[src/rtl/fifo_stream_reader.sv]
// fifo_stream_reader: read-side drain engine for the dual-bank single-port-RAM FIFO.
// Issues read enables against the FIFO's registered empty flag, absorbs the FIFO's
// one-cycle read latency (fifo_rvalid/fifo_rdata) into a 2-entry in-order skid
// buffer and re-presents the words as a valid/ready stream.
//
// Optional feature macro: FIFO_RD_LAST_EN
//   defined   -> pkt_len input and m_last output exist; m_last marks every
//                pkt_len-th delivered beat (pkt_len=0 behaves as 1).
//   undefined -> no packet framing; everything else is identical.
//
// Stream handshake: a beat transfers on a rising clk edge where m_valid and
// m_ready are both 1. Once m_valid is 1 it stays 1, and m_data stays unchanged,
// until that beat transfers. m_valid never depends on m_ready. fifo_ren does
// depend combinationally on m_ready, because a pop in the current cycle frees
// the credit for the next read.
module fifo_stream_reader #(
  parameter int DATA_WIDTH = 8,
  parameter int CNT_WIDTH  = 16,
  parameter int LEN_WIDTH  = 8
) (
  input  logic                  clk,
  input  logic                  rst_n,
  input  logic                  fifo_empty,
  output logic                  fifo_ren,
  input  logic                  fifo_rvalid,
  input  logic [DATA_WIDTH-1:0] fifo_rdata,
  output logic                  m_valid,
  input  logic                  m_ready,
  output logic [DATA_WIDTH-1:0] m_data,
  output logic [CNT_WIDTH-1:0]  beat_cnt,
  output logic                  err
`ifdef FIFO_RD_LAST_EN
  ,
  input  logic [LEN_WIDTH-1:0]  pkt_len,
  output logic                  m_last
`endif
);

  // Occupancy of the output skid buffer. The encoding is the entry count, so
  // it can be added directly to the in-flight read for the credit check.
  typedef enum logic [1:0] {
    OCC_EMPTY = 2'd0,
    OCC_ONE   = 2'd1,
    OCC_TWO   = 2'd2
  } occ_t;

  occ_t                  occ_q;
  logic [DATA_WIDTH-1:0] head_q;
  logic [DATA_WIDTH-1:0] tail_q;
  logic                  inflight_q;
  logic                  rst_window_q;
  logic                  err_q;
  logic [CNT_WIDTH-1:0]  cnt_q;

  logic                  pop;
  logic                  push;
  logic [2:0]            credit_used;
  logic [2:0]            credit_limit;

  // Stream side: head entry is presented whenever the buffer holds data; all
  // outputs are forced low while reset is asserted.
  always_comb begin
    m_valid      = rst_n && (occ_q != OCC_EMPTY);
    m_data       = m_valid ? head_q : '0;
    pop          = m_valid && m_ready;
    push         = fifo_rvalid && inflight_q;
    // A read may be issued only if buffered words plus the word already in
    // flight, minus the one leaving now, still leave room for one more.
    credit_used  = {1'b0, occ_q} + {2'b00, inflight_q};
    credit_limit = 3'd2 + {2'b00, pop};
    fifo_ren     = rst_n && !fifo_empty && (credit_used < credit_limit);
  end

  assign beat_cnt = cnt_q;
  assign err      = err_q;

  // Occupancy FSM, skid-buffer storage, in-flight tracking, beat counter and
  // sticky protocol error.
  always_ff @(posedge clk) begin
    if (!rst_n) begin
      occ_q        <= OCC_EMPTY;
      head_q       <= '0;
      tail_q       <= '0;
      inflight_q   <= 1'b0;
      rst_window_q <= 1'b1;
      err_q        <= 1'b0;
      cnt_q        <= '0;
    end else begin
      // The read the FIFO actually accepted this cycle returns data next cycle.
      inflight_q   <= fifo_ren && !fifo_empty;
      // The first cycle after reset release may still see a return from a read
      // issued before reset; it is dropped silently.
      rst_window_q <= 1'b0;

      if (pop) begin
        cnt_q <= cnt_q + 1'b1;
      end

      // Return data nobody asked for is discarded and flagged.
      if (fifo_rvalid && !inflight_q && !rst_window_q) begin
        err_q <= 1'b1;
      end

      case (occ_q)
        OCC_EMPTY: begin
          if (push) begin
            head_q <= fifo_rdata;
            occ_q  <= OCC_ONE;
          end
        end
        OCC_ONE: begin
          if (push && pop) begin
            // Head leaves and the new word takes its place.
            head_q <= fifo_rdata;
          end else if (push) begin
            tail_q <= fifo_rdata;
            occ_q  <= OCC_TWO;
          end else if (pop) begin
            occ_q  <= OCC_EMPTY;
          end
        end
        OCC_TWO: begin
          if (pop) begin
            head_q <= tail_q;
            occ_q  <= OCC_ONE;
          end
          // Credit keeps this from happening; if it does, the word is lost.
          if (push) begin
            err_q <= 1'b1;
          end
        end
        default: begin
          occ_q <= OCC_EMPTY;
        end
      endcase
    end
  end

`ifdef FIFO_RD_LAST_EN
  logic [LEN_WIDTH-1:0] pc_q;
  logic [LEN_WIDTH-1:0] last_idx;

  // Index of the final beat in a packet; a zero length frames every beat.
  always_comb begin
    last_idx = (pkt_len == '0) ? '0 : (pkt_len - LEN_WIDTH'(1));
    m_last   = m_valid && (pc_q == last_idx);
  end

  // Beat-in-packet counter advances on each delivered beat, restarting after last.
  always_ff @(posedge clk) begin
    if (!rst_n) begin
      pc_q <= '0;
    end else if (pop) begin
      pc_q <= m_last ? '0 : (pc_q + LEN_WIDTH'(1));
    end
  end
`else
  // Packet framing is compiled out; the length parameter only needs to be sane.
  if (LEN_WIDTH < 1) begin : g_len_width_invalid
  end
`endif

endmodule

[config.mk]
export PLATFORM = sky130hd
export DESIGN_NAME = fifo_stream_reader
export DESIGN_NICKNAME = d
export VERILOG_FILES = /design/src/rtl/fifo_stream_reader.sv
export SDC_FILE = /design/constraint.sdc
export NUM_CORES = 1
export LEC_CHECK = 0
export CAP_MARGIN = 20
export CORE_UTILIZATION = 30
export CTS_CLUSTER_DIAMETER = 200
export DETAILED_ROUTE_END_ITERATION = 10
export GPL_TIMING_DRIVEN = 1
export MAX_ROUTING_LAYER = met4
export SYNTH_ARGS = -nofsm -noshare
export SYNTH_HDL_FRONTEND = slang
export SYNTH_SLANG_ARGS = --single-unit
[constraint.sdc]
create_clock -name clk -period 1.8 [get_ports clk]
set_input_delay 0.36 -clock clk [delete_from_list [all_inputs] [get_ports clk]]
set_output_delay 0.36 -clock clk [all_outputs]
set_load 0.005 [all_outputs]
==> metrics, run 1 <==
Power, Total 1.88 mW; TritonCTS buffer count 5; post-synth net total 204; RR Endpoint beat_cnt[13]$_SDFFE_PN0P_; CP max-delay cell dfxtp_2; CP top delay family adder cells; fin crit share 99.2%; Fillers 546; Worst VDD drop 0.390 mV; required time of the critical path 1.44 ns; die height 77.8 µm; Hold Startpoint tail_q[7]$_SDFFE_PN0P_; Worst R2R Path Depth 6; CP startpoint kind register; Post-CTS Hold Buffers 0; area of the multi-input gates 971 µm²; die footprint 6050 µm²; Pwr Density 725 nW/µm²; DR WL/cell 11.8 µm; initial antenna violation count 0; Peak Freq 0.560 GHz; Root Buffer clkbuf_8; Post-synth ARST share 0%; nets@finish 270; htree depth 2; Syn Area/Cell 9.16 µm²; dpl hpwl 2660 µm; cells along the critical path ha_2, ha_4, o21ai_2, nor4b_4, buf_2; register-to-register setup slack 0.10 ns; clk_lat worst skew 0.29 ns; placer's final routability congestion estimate 0.748; biggest area consumer among synthesized cells dfxtp_1; Hold/Removal Path Class reg -> reg; CTS tree done; worst r2r src occ_q[1]$_SDFFE_PN0P_; synthesized instance count 188; CP Capture Type primary output; clock buffer depth 2; CP bufs+invs 1; worst-margin pin slew 0.372 ns; largest net degree at the start of global routing 36; min Tclk post-route 1.79 ns; WL met3 173 µm; hold path depth 2; antenna-violating nets left 0; n_diodes 0; total length of routed wires 3860 µm; final setup fails 0; Crit Path Max Fanout 2; hold path endpoint tail_q[7]$_SDFFE_PN0P_; number of flops mapped to enable cells by yosys 0; leak pwr 1.04 nW; Port-buffer cells 39; DRC Markers 0; fraction of layout cells with a size suffix above 1 27.1%; CP max stage delay 0.33 ns; ys flop type dfxtp_1; Post-Syn Area 1720 µm²; CTS clk-pin slew, worst paths 0.08 ns; Met1 Wirelength 1760 µm; Hold Slack 0.494 ns; Synth top cells by count dfxtp_1, nor2_1, mux2i_1; Yosys top cell area share 43.0%; Initial DRT Pass Iterations 4; metal2 WL 1880 µm; Setup Skew 0.00932 ns; Fin. Hold Viols 0; Vias 1562; Yosys warnings 0; post-route cell area 2590 µm²; unrepaired setup endpoints after global routing true; Synth-to-Final Area Change 50.4%; highest metal used met4; grt ovf 0; CP Data Arrival Time 1.43 ns; top-count cell post-synth dfxtp_1; die width 77.8 µm; status completed; CTS Sinks 37; sequential area share after synthesis 43.0%; max-cap check violation count 0; Yosys reg bits 37; vias in the first global route 1482; Synth cell types 41; I/O pin count 40; Initial Utilization 31.3%; global-route wire length before repair 6680 µm; Crit Path Class reg -> out; Initial DRC Count 80; Core Footprint 5510 µm²; Total GRT Usage 14.6%; Slew Viols, Final 0; Cell Area, Placed 2360 µm²; std cell rows 27; Sequential cell area 747 µm²; largest cells by area after synthesis dfxtp_1, mux2i_1, nor2_1; slew margin rel. 75.2%; Vias/cell 4.78
==> routing by layer <==
layer  track usage, %  vias up
met4             5.28        0
li1                 -      796
met1             16.6      729
met3             4.71        6
met5                -        -
met2             23.9       31
==> cell families (layout without fill, tap and decap cells) <==
group | count (synthesis) | in the layout | share of synthesized area, %
xor+xnor | 8 | 8 | 4.07
fa+ha+maj | 3 | 3 | 2.18
compound gates | 31 | 31 | 12.9
mux | 17 | 17 | 9.88
flops | 37 | 37 | 43.0
simple gates | 77 | 77 | 23.7
buf+inv | 15 | 82 | 4.36
==> worst min-delay path, delay by kind of cell (launching register included) <==
family           cells  cell delay [ns]
muxes                1             0.06
DFF                  1             0.33
and+or+nand+nor      1             0.07
==> layout by cell type (no fill, tap or decap), drive strengths merged, types with 7 or more instances in the layout <==
cell type       n
nand3           7
and2            8
nor2           28
mux2i          17
nand2           9
buf            41
dfxtp          37
a21oi          10
a211oi          8
clkdlybuf4s50  27
==> stage by stage <==
stage | utilization, % | std cells | setup slack, ns | TNS [ns]
after floorplan | - | 188 | 0.153 | 0
after global placement | 42.8 | 312 | -0.562 | -9.12
after detailed placement | 42.8 | 312 | -0.636 | -10.28
after CTS | 45.8 | 323 | -0.0837 | -0.0837
after global routing | 47.1 | 327 | -0.0618 | -0.0618
final | 47.1 | 327 | 0.0136 | 0
==> report_power, final <==
group | leakage, nW | internal, mW | switching (mW)
Sequential | 0.302 | 0.838 | 0.0111
Clock | 0.0681 | 0.551 | 0.308
Combinational | 0.674 | 0.0946 | 0.0767
Total | 1.04 | 1.48 | 0.396
==> flip-flops by register name, summed over array words and instances, names as in the netlist <==
register,flops
rst_window_q,1
inflight_q,1
head_q,8
occ_q,2
tail_q,8
beat_cnt,16
err,1
==> what timing repair did <==
action	in CTS	in global routing
gates cloned	1	0
resized for setup	51	9
setup endpoints to repair	16	14
hold endpoints to repair	0	0
setup buffers	2	4
pin swaps	1	3
==> final cells by class <==
cell class | instances | share of cell area, %
multi-input combinational | 136 | 37.5
sequential | 37 | 28.8
timing repair buffer | 71 | 24.6
tap | 72 | 3.48
clock buffer | 5 | 2.66
clock inverter | 3 | 2.51
inverter | 3 | 0.435
==> how the worst max path moves through the flow <==
stage,endpoint,startpoint,slack [ns],cells after the start
after floorplan,beat_cnt[15]$_SDFFE_PN0P_,occ_q[0]$_SDFFE_PN0P_,0.15,6
after global placement,fifo_ren,rst_n,-0.56,5
after detailed placement,fifo_ren,rst_n,-0.64,5
after CTS,fifo_ren,occ_q[0]$_SDFFE_PN0P_,-0.08,5
after global routing,fifo_ren,occ_q[0]$_SDFFE_PN0P_,-0.06,5
final,fifo_ren,occ_q[0]$_SDFFE_PN0P_,0.01,5
No activity file was read; power rests on OpenSTA's default activity.
==> run 2, diff against run 1 <==
--- a/config.mk
+++ b/config.mk
@@ -5,6 +5,7 @@
 export SDC_FILE = /design/constraint.sdc
 export NUM_CORES = 1
 export LEC_CHECK = 0
+export ABC_AREA = 1
 export CAP_MARGIN = 20
 export CORE_UTILIZATION = 30
 export CTS_CLUSTER_DIAMETER = 200
==> metrics, run 2 <==
Total GRT Usage 14.2%; largest net degree at the start of global routing 18; Initial Utilization 31.7%; clock buffer depth 2; clk_lat worst skew 0.29 ns; leak pwr 1.13 nW; I/O pin count 40; Synth-to-Final Area Change 40.5%; fin crit share 105%; largest cells by area after synthesis dfxtp_1, nand2_1, nor2_1; most common cell after layout, fill and taps aside nand2_1; Fin. Hold Viols 0; Post-Syn Area 1790 µm²; CP Data Arrival Time 1.54 ns; die height 79.2 µm; required time of the critical path 1.44 ns; placer's final routability congestion estimate 0.798; Core Footprint 5640 µm²; DP Worst Slack -0.522 ns; std cell rows 27; global-route wire length before repair 6830 µm; sequential area share after synthesis 41.4%; die width 79.2 µm; Root Buffer clkbuf_8; Yosys warnings 0; top-count cell post-synth nand2_1; die footprint 6270 µm²; Power, Total 1.63 mW; TritonCTS buffer count 5; Syn Area/Cell 6.70 µm²; unrepaired setup endpoints after global routing true; Port-buffer cells 39; Vias/cell 4.43; Yosys top cell area share 41.4%; Post-CTS Hold Buffers 0; dpl hpwl 2950 µm; CTS Sinks 37; Initial DRT Pass Iterations 4; max-cap check violation count 0; fraction of layout cells with a size suffix above 1 15.3%; CTS tree done; DRC Markers 0; Crit Path Class reg -> out; status finished with violations; Synth top cells by count nand2_1, nor2_1, dfxtp_1; Crit Path Max Fanout 3; Peak Freq 0.527 GHz; CP startpoint kind register; max FFs per register 16; Synth cell types 28; number of flops mapped to enable cells by yosys 0; nets@finish 341; violated checks setup timing; Vias 1765; commonest cells after routing, fill and taps aside nand2_1, nor2_1, dfxtp_1; htree depth 2; total length of routed wires 4130 µm; Slew Viols, Final 0; Initial DRC Count 68; grt ovf 0; Hold/Removal Path Class reg -> reg; setup TNS -0.0974 ns; slew margin rel. 80.5%; Pwr Density 650 nW/µm²; CTS clk-pin slew, worst paths 0.08 ns; hold path depth 2; final setup fails 1; Post-synth ARST share 0%; Setup Skew 0.00645 ns; synthesized instance count 267; DR WL/cell 10.4 µm; Worst VDD drop 0.278 mV; post-synth net total 283; Worst R2R Path Depth 7; setup ws final -0.0974 ns; worst-margin pin slew 0.290 ns; Yosys reg bits 37; n_diodes 0; CP Capture Type primary output; vias in the first global route 1548; Hold Slack 0.452 ns; biggest area consumer among synthesized cells dfxtp_1; ys flop type dfxtp_1; antenna-violating nets left 0; min Tclk post-route 1.90 ns; initial antenna violation count 0
## run 2: changes by cell type in the layout (fill, tap and decap cells not counted), sizes merged, moves of 6 or more
cell,delta
a211oi,-8
o21ai,+19
and2,-8
inv,+36
mux2i,-17
dlygate4sd2,+6
nand2,+56
buf,-22
nor2,+32
## run 2: metrics by stage
step	util [%]	cell area, µm²	std cells
4_1_cts	44.0	2480	399
5_1_grt	44.5	2510	398
6_report	44.5	2510	398
2_1_floorplan	-	1790	267
3_3_place_gp	42.0	2370	390
3_5_place_dp	42.0	2370	390
## run 2: routing by layer
| layer | vias up | GRT usage [%] | wire length, µm |
|---|---|---|---|
| li1 | 950 | - | - |
| met1 | 764 | 17.2 | 2000 |
| met2 | 46 | 22.8 | 1880 |
| met3 | 5 | 3.33 | 212 |
| met4 | 0 | 5.45 | 42 |
| met5 | - | - | 0 |
## run 2: final cells by class
cell class,count,area (µm²)
multi-input cells,186,902
clock buffers,6,82.6
well taps,72,90.1
flip-flops and latches,37,749
fillers,576,3130
clock inverters,2,13.8
inverters,38,145
repair buffers,57,529
## run 2: worst paths after layout
check	start	slack [ns]	endpoint
max	occ_q[0]$_SDFFE_PN0P_	-0.1	fifo_ren
min	tail_q[2]$_SDFFE_PN0P_	0.45	tail_q[2]$_SDFFE_PN0P_
max reg2reg	beat_cnt[1]$_SDFFE_PN0P_	0.35	beat_cnt[12]$_SDFFE_PN0P_
min reg2reg	tail_q[2]$_SDFFE_PN0P_	0.45	tail_q[2]$_SDFFE_PN0P_
## run 2: repair_timing
action	CTS	global route
setup buffers	1	0
pin swaps	0	3
gates resized for setup	22	10
setup endpoints to repair	10	1
## run 2: worst max-delay path: stages, from the launching register on
cell	delay, ns
dfxtp_4	0.37
ha_4	0.16
ha_4	0.21
o21ai_2	0.05
inv_1	0.06
nor4_2	0.26
buf_2	0.15
## run 2: where the power goes
group / internal (mW) / switching (mW) / total, mW / leakage, nW
Combinational: 0.0864 / 0.0877 / 0.174 / 0.774
Sequential: 0.837 / 0.00923 / 0.846 / 0.302
Clock: 0.310 / 0.302 / 0.613 / 0.0512
Total: 1.23 / 0.399 / 1.63 / 1.13
## run 2: cells by family after synthesis
group           count (synthesis)  share of synthesized area [%]
simple gates                  148                           35.1
fa+ha+maj                       3                           2.10
flops                          37                           41.4
compound gates                 35                           10.7
buf+inv                        44                           10.6
==> run 3, diff against run 2 <==
--- a/config.mk
+++ b/config.mk
@@ -8,6 +8,7 @@
 export ABC_AREA = 1
 export CAP_MARGIN = 20
 export CORE_UTILIZATION = 30
+export CTS_BUF_LIST = sky130_fd_sc_hd__clkbuf_2 sky130_fd_sc_hd__clkbuf_4 sky130_fd_sc_hd__clkbuf_8
 export CTS_CLUSTER_DIAMETER = 200
 export DETAILED_ROUTE_END_ITERATION = 10
 export GPL_TIMING_DRIVEN = 1
==> results of run 3 <==
No change in the layout: final DEF, timing and power equal those of run 2.
